===== src/rtl/multicycle_ctrl.sv =====
// multicycle_ctrl -- control FSM for a multicycle RV32 subset datapath.
//
// Sequences FETCH/DECODE and the per-class execute states. It drives the
// datapath strobes and mux selects, which are decoded from the current state
// plus the instruction register. Unsupported opcodes park the FSM in TRAP
// until the next reset.
//
// Optional feature macro: CTRL_PERF_CNT_EN adds the CycleCnt/InstretCnt
// performance counter ports.
//
// Ports
//   clk, rst_n           clock, asynchronous active-low reset
//   instr[31:0]          instruction register contents
//   EQ                   ALU equal/zero flag, used in BRANCH
//   MemReady             memory handshake acknowledge
//   PCWrite, IRWrite, RegWrite, MemReq, MemWrite   datapath strobes
//   AdrSrc               memory address select (0 PC, 1 ALU result)
//   ALUsrcA/ALUsrcB/ResultSrc/ImmSrc/ALUctrl       datapath mux selects
//   Illegal              unsupported opcode seen (held in TRAP)
//   State[3:0]           current FSM state
//   CycleCnt, InstretCnt performance counters (CTRL_PERF_CNT_EN only)
module multicycle_ctrl #(
    parameter int DATA_WIDTH = 32
) (
    input  logic        clk,
    input  logic        rst_n,
    input  logic [31:0] instr,
    input  logic        EQ,
    input  logic        MemReady,
    output logic        PCWrite,
    output logic        IRWrite,
    output logic        RegWrite,
    output logic        MemReq,
    output logic        MemWrite,
    output logic        AdrSrc,
    output logic [1:0]  ALUsrcA,
    output logic [1:0]  ALUsrcB,
    output logic [1:0]  ResultSrc,
    output logic [2:0]  ImmSrc,
    output logic [2:0]  ALUctrl,
    output logic        Illegal,
    output logic [3:0]  State
`ifdef CTRL_PERF_CNT_EN
    ,
    output logic [DATA_WIDTH-1:0] CycleCnt,
    output logic [DATA_WIDTH-1:0] InstretCnt
`endif
);

    localparam logic [3:0] FETCH    = 4'd0;
    localparam logic [3:0] DECODE   = 4'd1;
    localparam logic [3:0] MEMADR   = 4'd2;
    localparam logic [3:0] MEMREAD  = 4'd3;
    localparam logic [3:0] MEMWB    = 4'd4;
    localparam logic [3:0] MEMWRITE = 4'd5;
    localparam logic [3:0] EXECR    = 4'd6;
    localparam logic [3:0] EXECI    = 4'd7;
    localparam logic [3:0] ALUWB    = 4'd8;
    localparam logic [3:0] BRANCH   = 4'd9;
    localparam logic [3:0] JAL      = 4'd10;
    localparam logic [3:0] LUI      = 4'd11;
    localparam logic [3:0] TRAP     = 4'd12;

    localparam logic [6:0] OP_LOAD  = 7'b0000011;
    localparam logic [6:0] OP_STORE = 7'b0100011;
    localparam logic [6:0] OP_R     = 7'b0110011;
    localparam logic [6:0] OP_I     = 7'b0010011;
    localparam logic [6:0] OP_BR    = 7'b1100011;
    localparam logic [6:0] OP_JAL   = 7'b1101111;
    localparam logic [6:0] OP_LUI   = 7'b0110111;

    localparam logic [2:0] ALU_ADD = 3'b000;
    localparam logic [2:0] ALU_SUB = 3'b001;
    localparam logic [2:0] ALU_AND = 3'b010;
    localparam logic [2:0] ALU_OR  = 3'b011;
    localparam logic [2:0] ALU_XOR = 3'b100;
    localparam logic [2:0] ALU_SLT = 3'b101;
    localparam logic [2:0] ALU_SLL = 3'b110;
    localparam logic [2:0] ALU_SRL = 3'b111;

    localparam logic [2:0] IMM_I = 3'b000;
    localparam logic [2:0] IMM_S = 3'b001;
    localparam logic [2:0] IMM_B = 3'b010;
    localparam logic [2:0] IMM_U = 3'b100;

    logic [3:0] state;
    logic [3:0] next_state;
    logic [6:0] opcode;
    logic [2:0] funct3;
    logic       funct7_5;
    logic [2:0] exec_alu;
    logic       taken;
    logic       unused_instr;

    assign opcode   = instr[6:0];
    assign funct3   = instr[14:12];
    assign funct7_5 = instr[30];
    assign State    = state;

    // Register fields the controller never looks at (register numbers, most of
    // funct7, immediate bits) are folded together so they read as used.
    assign unused_instr = ^{instr[31], instr[29:15], instr[11:7]};

    // Only beq and bne are supported; other branch funct3 values fall through.
    assign taken = ((funct3 == 3'b000) && EQ) || ((funct3 == 3'b001) && !EQ);

    always_ff @(posedge clk or negedge rst_n) begin
        if (!rst_n) begin
            state <= FETCH;
        end else begin
            state <= next_state;
        end
    end

    always_comb begin
        next_state = state;
        case (state)
            FETCH:    if (MemReady) next_state = DECODE;
            DECODE: begin
                case (opcode)
                    OP_LOAD, OP_STORE: next_state = MEMADR;
                    OP_R:              next_state = EXECR;
                    OP_I:              next_state = EXECI;
                    OP_BR:             next_state = BRANCH;
                    OP_JAL:            next_state = JAL;
                    OP_LUI:            next_state = LUI;
                    default:           next_state = TRAP;
                endcase
            end
            MEMADR:   next_state = (opcode == OP_STORE) ? MEMWRITE : MEMREAD;
            MEMREAD:  if (MemReady) next_state = MEMWB;
            MEMWRITE: if (MemReady) next_state = FETCH;
            MEMWB:    next_state = FETCH;
            EXECR:    next_state = ALUWB;
            EXECI:    next_state = ALUWB;
            ALUWB:    next_state = FETCH;
            BRANCH:   next_state = FETCH;
            JAL:      next_state = ALUWB;
            LUI:      next_state = ALUWB;
            TRAP:     next_state = TRAP;
            default:  next_state = FETCH;
        endcase
    end

    // funct3 -> ALU operation; bit 30 selects sub only for register-register
    // ops, since for immediates that bit belongs to the immediate.
    always_comb begin
        exec_alu = ALU_ADD;
        case (funct3)
            3'b000:  exec_alu = ((state == EXECR) && funct7_5) ? ALU_SUB : ALU_ADD;
            3'b111:  exec_alu = ALU_AND;
            3'b110:  exec_alu = ALU_OR;
            3'b100:  exec_alu = ALU_XOR;
            3'b010:  exec_alu = ALU_SLT;
            3'b001:  exec_alu = ALU_SLL;
            3'b101:  exec_alu = ALU_SRL;
            default: exec_alu = ALU_ADD;
        endcase
    end

    // Output decode is gated by rst_n so strobes fall the moment reset is
    // asserted, even though FETCH itself would otherwise request memory.
    always_comb begin
        PCWrite   = 1'b0;
        IRWrite   = 1'b0;
        RegWrite  = 1'b0;
        MemReq    = 1'b0;
        MemWrite  = 1'b0;
        AdrSrc    = 1'b0;
        ALUsrcA   = 2'b00;
        ALUsrcB   = 2'b00;
        ResultSrc = 2'b00;
        ImmSrc    = IMM_I;
        ALUctrl   = ALU_ADD;
        Illegal   = 1'b0;
        if (rst_n) begin
            case (state)
                FETCH: begin
                    MemReq  = 1'b1;
                    ALUsrcB = 2'b10;
                    IRWrite = MemReady;
                    PCWrite = MemReady;
                end
                DECODE: begin
                    ALUsrcA = 2'b01;
                    ALUsrcB = 2'b01;
                    ImmSrc  = IMM_B;
                end
                MEMADR: begin
                    ALUsrcA = 2'b10;
                    ALUsrcB = 2'b01;
                    ImmSrc  = (opcode == OP_STORE) ? IMM_S : IMM_I;
                end
                MEMREAD: begin
                    MemReq = 1'b1;
                    AdrSrc = 1'b1;
                end
                MEMWRITE: begin
                    MemReq   = 1'b1;
                    MemWrite = 1'b1;
                    AdrSrc   = 1'b1;
                end
                MEMWB: begin
                    RegWrite  = 1'b1;
                    ResultSrc = 2'b01;
                end
                EXECR: begin
                    ALUsrcA = 2'b10;
                    ALUctrl = exec_alu;
                end
                EXECI: begin
                    ALUsrcA = 2'b10;
                    ALUsrcB = 2'b01;
                    ALUctrl = exec_alu;
                end
                ALUWB: begin
                    RegWrite = 1'b1;
                end
                BRANCH: begin
                    ALUsrcA = 2'b10;
                    ALUctrl = ALU_SUB;
                    PCWrite = taken;
                end
                JAL: begin
                    PCWrite = 1'b1;
                    ALUsrcA = 2'b01;
                    ALUsrcB = 2'b10;
                end
                LUI: begin
                    ALUsrcA = 2'b10;
                    ALUsrcB = 2'b01;
                    ImmSrc  = IMM_U;
                end
                TRAP: begin
                    Illegal = 1'b1;
                end
                default: begin
                end
            endcase
        end
    end

`ifdef CTRL_PERF_CNT_EN
    localparam logic [DATA_WIDTH-1:0] CNT_ONE = {{(DATA_WIDTH-1){1'b0}}, 1'b1};

    // An instruction retires on the clock that brings the FSM back to FETCH;
    // FETCH waiting on memory and a parked TRAP never count.
    always_ff @(posedge clk or negedge rst_n) begin
        if (!rst_n) begin
            CycleCnt   <= '0;
            InstretCnt <= '0;
        end else begin
            CycleCnt <= CycleCnt + CNT_ONE;
            if ((state != FETCH) && (state != TRAP) && (next_state == FETCH)) begin
                InstretCnt <= InstretCnt + CNT_ONE;
            end
        end
    end
`else
    localparam int unused_data_width = DATA_WIDTH;
`endif

endmodule

===== config.mk =====
export PLATFORM = sky130hd
export DESIGN_NAME = multicycle_ctrl
export DESIGN_NICKNAME = d
export VERILOG_FILES = /design/src/rtl/multicycle_ctrl.sv
export SDC_FILE = /design/constraint.sdc
export NUM_CORES = 1
export LEC_CHECK = 0
export ABC_AREA = 0
export BUFFER_PORTS_ARGS = -buffer_cell sky130_fd_sc_hd__buf_2
export CAP_MARGIN = 20
export CELL_PAD_IN_SITES_DETAIL_PLACEMENT = 1
export CELL_PAD_IN_SITES_GLOBAL_PLACEMENT = 1
export CORE_MARGIN = 5
export CORE_UTILIZATION = 28
export DETAILED_ROUTE_END_ITERATION = 10
export GPL_ROUTABILITY_DRIVEN = 0
export GPL_TIMING_DRIVEN = 0
export PLACE_DENSITY_LB_ADDON = 0.1
export SETUP_SLACK_MARGIN = 0.15
export SLEW_MARGIN = 40
export SYNTH_ARGS = -nofsm -noshare
export SYNTH_HDL_FRONTEND = slang
export SYNTH_SLANG_ARGS = --single-unit

===== constraint.sdc =====
create_clock -name clk -period 3.38 [get_ports clk]
set_clock_uncertainty 0.05 [all_clocks]
set_input_delay 0.338 -clock clk [delete_from_list [all_inputs] [get_ports clk]]
set_output_delay 0.338 -clock clk [all_outputs]
set_load 0.02 [all_outputs]

Word level (Yosys, flattened, before mapping)
Index checks and enable logic that the tools add are counted.

Equal/unequal tests: 28. Muxes and demuxes: 33. Reduce and logical (&&, ||, !) cells: 18.

Operators with widths (number): 4-bit one-hot mux with 7 select lines (1); 4-bit one-hot mux with 6 select lines (1); 7-bit by 6-bit == test with 1-bit output (second input constant) (3); 3-bit one-hot mux with 7 select lines (1); 4-bit == test (second input constant) (5); 1-bit 2-to-1 mux (17); 4-bit by 3-bit == test with 1-bit output (second input constant) (4); 7-bit == test (second input constant) (2); 3-bit == test (second input constant) (4); 4-bit 2-to-1 mux (3); 2-bit OR reduction (6); 3-bit 2-to-1 mux (3); 3-bit one-hot mux with 3 select lines (1); 4-bit by 2-bit == test with 1-bit output (second input constant) (2); 2-bit one-hot mux with 2 select lines (2); 4-bit OR reduction (2); 7-bit by 2-bit == test with 1-bit output (second input constant) (1); 7-bit by 5-bit == test with 1-bit output (second input constant) (1); 2-bit inequality test (second input constant) (3); 3-bit one-hot mux with 2 select lines (1); 5-bit OR reduction (1); 4-bit by 1-bit == test with 1-bit output (second input constant) (1); 4-bit zero test (1); 2-bit 2-to-1 mux (2); other kinds (9) (11).

Bits in registers: 4. Bits of input ports: 36. Logic and storage cells: 80.

Depth between registers and ports, before layout
Depth in word-level cells: 6. Gate-level depth with buffers: 6. Depth with buffers taken out: 4.

Least setup slack after synthesis
No wires, ideal clock.

Path type: register to output. From: reg state[1], in the netlist State[1]. To: out ALUctrl[0]. Arrival: 1583 ps. Required time: 2992 ps. Setup slack: 1409 ps. Stages on the path, launching flop included: 7. Cells stage by stage: dfrtp_1 > buf_6 > clkbuf_8 > nand3b_1 > a21oi_1 > o31ai_1 > a21boi_0.

Cells in the longest elaborated chain, start to end: 6. Elaborated cells on any way between the ends: 9.

RTL lines: start, declared (RTL line 86) `logic [3:0] state;`; start signal, assigned (RTL line 111) `state <= next_state;`; 4-bit by 3-bit == test with 1-bit output (RTL line 150, 177); 1-bit logical AND (RTL line 150) `3'b000: exec_alu = ((state == EXECR) && funct7_5) ? ALU_SUB : ALU_ADD;`; 1-bit 2-to-1 mux (RTL line 150); 3-bit one-hot mux with 7 select lines (RTL line 149) `case (funct3)`; 3-bit one-hot mux with 2 select lines (*) (RTL line 177) `case (state)`; 3-bit 2-to-1 mux (*) (RTL line 176) `if (rst_n) begin`; end, declared (RTL line 40) `output logic [2:0] ALUctrl,`.

Every way passes the cells marked *; elsewhere a longest branch is shown, timed or not.

Worst setup path in the final report
From: in rst_n. To: out Illegal.

Cells in the longest elaborated chain, start to end: 1.

RTL lines: start, declared (RTL line 26) `input logic rst_n,`; 1-bit 2-to-1 mux (RTL line 176); end, declared (RTL line 41) `output logic Illegal,`.

Every way passes these cells.

==> results.md <==
- Ys async rst share: 100%
- Met3 WL: 160 um
- Dpl cells: ~180
- Pin count of the biggest net entering global routing: 11
- Max reg flops: 4
- Max H-tree Level: 1
- Synth top area share: about an eighth
- Fin Setup TNS: 0 ns
- FP Rows: 19
- Clk slew on worst S/H paths: 0.04 ns
- 1st-iter DRT viols: 26
- Final min period: 2.29 ns
- RSZ-0062 raised after global routing: no
- Reg2reg setup slack: 1.87 ns
- Die height: between 60 and 70 um
- Router iterations before antenna repair: 4
- Final slew viol count: 0
- Area growth syn-to-layout: 32.0%
- Fmax: 0.437 GHz
- Clk root buf: clkbuf_4
- Req. time, crit path: 2.99 ns
- Distinct cells, synth: 45
- Cells after synthesis: 109
- Post-synth EDFFs: 0
- Final hold vios: 0
- Finished Cell Area: 1040 um2
- Number of CTS-inserted buffers: 3
- DR top layer: met4
- # DRC: 0
- Remaining antenna violation count: 0
- GRT Total Usage: 14.7%
- CP arrival: ~1.9 ns
- Vias per inst: 5.37
- Core footprint: 2730 um2
- Die X: 63.0 um
- Placement Cell Area: 1000 um2
- Sequential cell area fraction in the yosys report: approximately an eighth
- Share of post-route cells with drive strength above 1: 32.2%
- Sink Count: 4
- Power density over cell area: around 640 nW/um2
- Max VDD drop: 0.355 mV
- Ranking of synthesized cells by area: dfrtp_1 (13%), nor2_1 (7.2%), clkbuf_8 (7.0%)
- HP Class: input port to register
- Kind of critical path: input port to output pin
- CTS tree: yes
- Layout Utilization: 37.9%
- Leakage Power: 0.500 nW
- Critical path fanouts, max: 10
- Critical Path End Type: output pin
- Met2 WL: 1360 um
- Initial Utilization: 28.7%
- Nets@finish: 187
- Post-DR wirelength/cell: 15.6 um
- Synthesized area per cell: 7.21 um2
- Initial antenna violation count: 0
- Max-cap violations: 0
- Reg2reg path depth: 4
- Reg-to-reg startpoint: State[1]
- I/O pins: 59
- Global-route wire length before repair: around 4800 um
- Final setup viols: 0
- Worst Hold End: State[2]
- Gr ovfl total: 0
- Hold_sp: MemReady
- CTS max path bufs: 2
- ANT cells: 0
- Vias in the first global route: 1015
- Total die area: 3970 um2
- Clock Latency Late Sink: 0.24 ns
- Via count: 967
- Syn. warnings: 0
- Status: complete, no violations
- Multi-input logic area: ~590 um2
- Metal1 wirelength: 1250 um
- Crit path launch type: input port
- Routed WL: 2810 um
- DPL Wire Length: 2210 um
- Syn Nets: 145
- Prevailing post-synth register cell: dfrtp_1
- Hold depth: 2
- Fillcell total: 369
- Worst R2R End: State[1]
- Final period utilization: 67.6%
- #FFs+latches synth: 4
- Register Area: 100 um2
- IO buf count: 36
- Post-synth top area cell: dfrtp_1
- Postcts setup bufs: 0
- Finished Layout Cells: 180
- Synthesized area: 786 um2
==> logic make-up after synthesis <==
group	share of synthesized area, %
flops	12.7
buf+inv	11.8
compound gates	28.2
other cells	0.477
simple gates	39.8
mux	2.55
xor+xnor	4.46
==> routing by layer <==
metal / global-route usage, % / vias up
met1: 18.1 / 455
met2: 24.6 / 32
li1: - / 476
met3: 4.14 / 4
met4: 3.98 / 0
met5: 0 / -
==> critical path: stages <==
cell and delay [ns]:
dlygate4sd3_1 0.52, buf_2 0.22, clkbuf_1 0.38, and3_1 0.26, buf_2 0.17
==> per-stage QoR <==
stage / hold slack [ns] / total power, mW / worst slack [ns]
2_1_floorplan: -0.00759 / 0.453 / 1.41
3_3_place_gp: 0.139 / 0.598 / 1.53
3_5_place_dp: 0.140 / 0.604 / 1.50
4_1_cts: 0.369 / 0.672 / 1.12
5_1_grt: 0.369 / 0.725 / 0.902
6_report: 0.380 / 0.660 / 1.09
==> power breakdown <==
| group | switching (mW) | internal [mW] |
|---|---|---|
| Clock | 0.0201 | 0.0398 |
| Sequential | 0.0347 | 0.0666 |
| Combinational | 0.295 | 0.204 |
==> timing repair <==
action / 4_1_cts / 5_1_grt
resized for setup: 0 / 0
hold buffers: 1 / 0
hold endpoints to repair: 4 / 0
==> synth_stat cells (3+ instances only) <==
master and number:
and3_1 5, xnor2_1 3, nand2_1 8, a21boi_0 3
o21a_1 3, dfrtp_1 4, clkbuf_8 4, inv_1 4
nor3_1 5, a21oi_1 3, nor2_1 15, nand2b_1 6
nand3_1 5
==> worst max-delay path by stage <==
stage	startpoint	cells past startpoint	slack (ns)	end
after floorplan	State[1]	6	1.41	ALUctrl[0]
after global placement	State[2]	5	1.53	PCWrite
after detailed placement	State[2]	5	1.50	PCWrite
after CTS	rst_n	6	1.12	ImmSrc[0]
after global routing	rst_n	6	0.90	ImmSrc[0]
final	rst_n	5	1.09	Illegal
==> cell type report <==
class                      instances  share of cell area (%)
sequential                         4                    9.65
buffer                             7                    7.48
multi-input combinational         94                    57.2
tap                               31                    3.74
clock buffer                       3                    2.17
timing repair buffer              37                    18.3
inverter                           4                    1.45
==> cells in the final DEF (no fill, tap or decap), drive strengths merged, types with 3 or more instances in the layout <==
cell,Yosys,routed
nor3,5,5
buf,2,38
dfrtp,4,4
nand2,8,8
nand3,5,5
clkbuf,5,8
o21a,3,3
xnor2,3,3
a21boi,4,4
inv,4,4
nand2b,6,6
a21oi,3,3
and3,5,5
nor2,15,15
(Power assumes the default switching activity.)
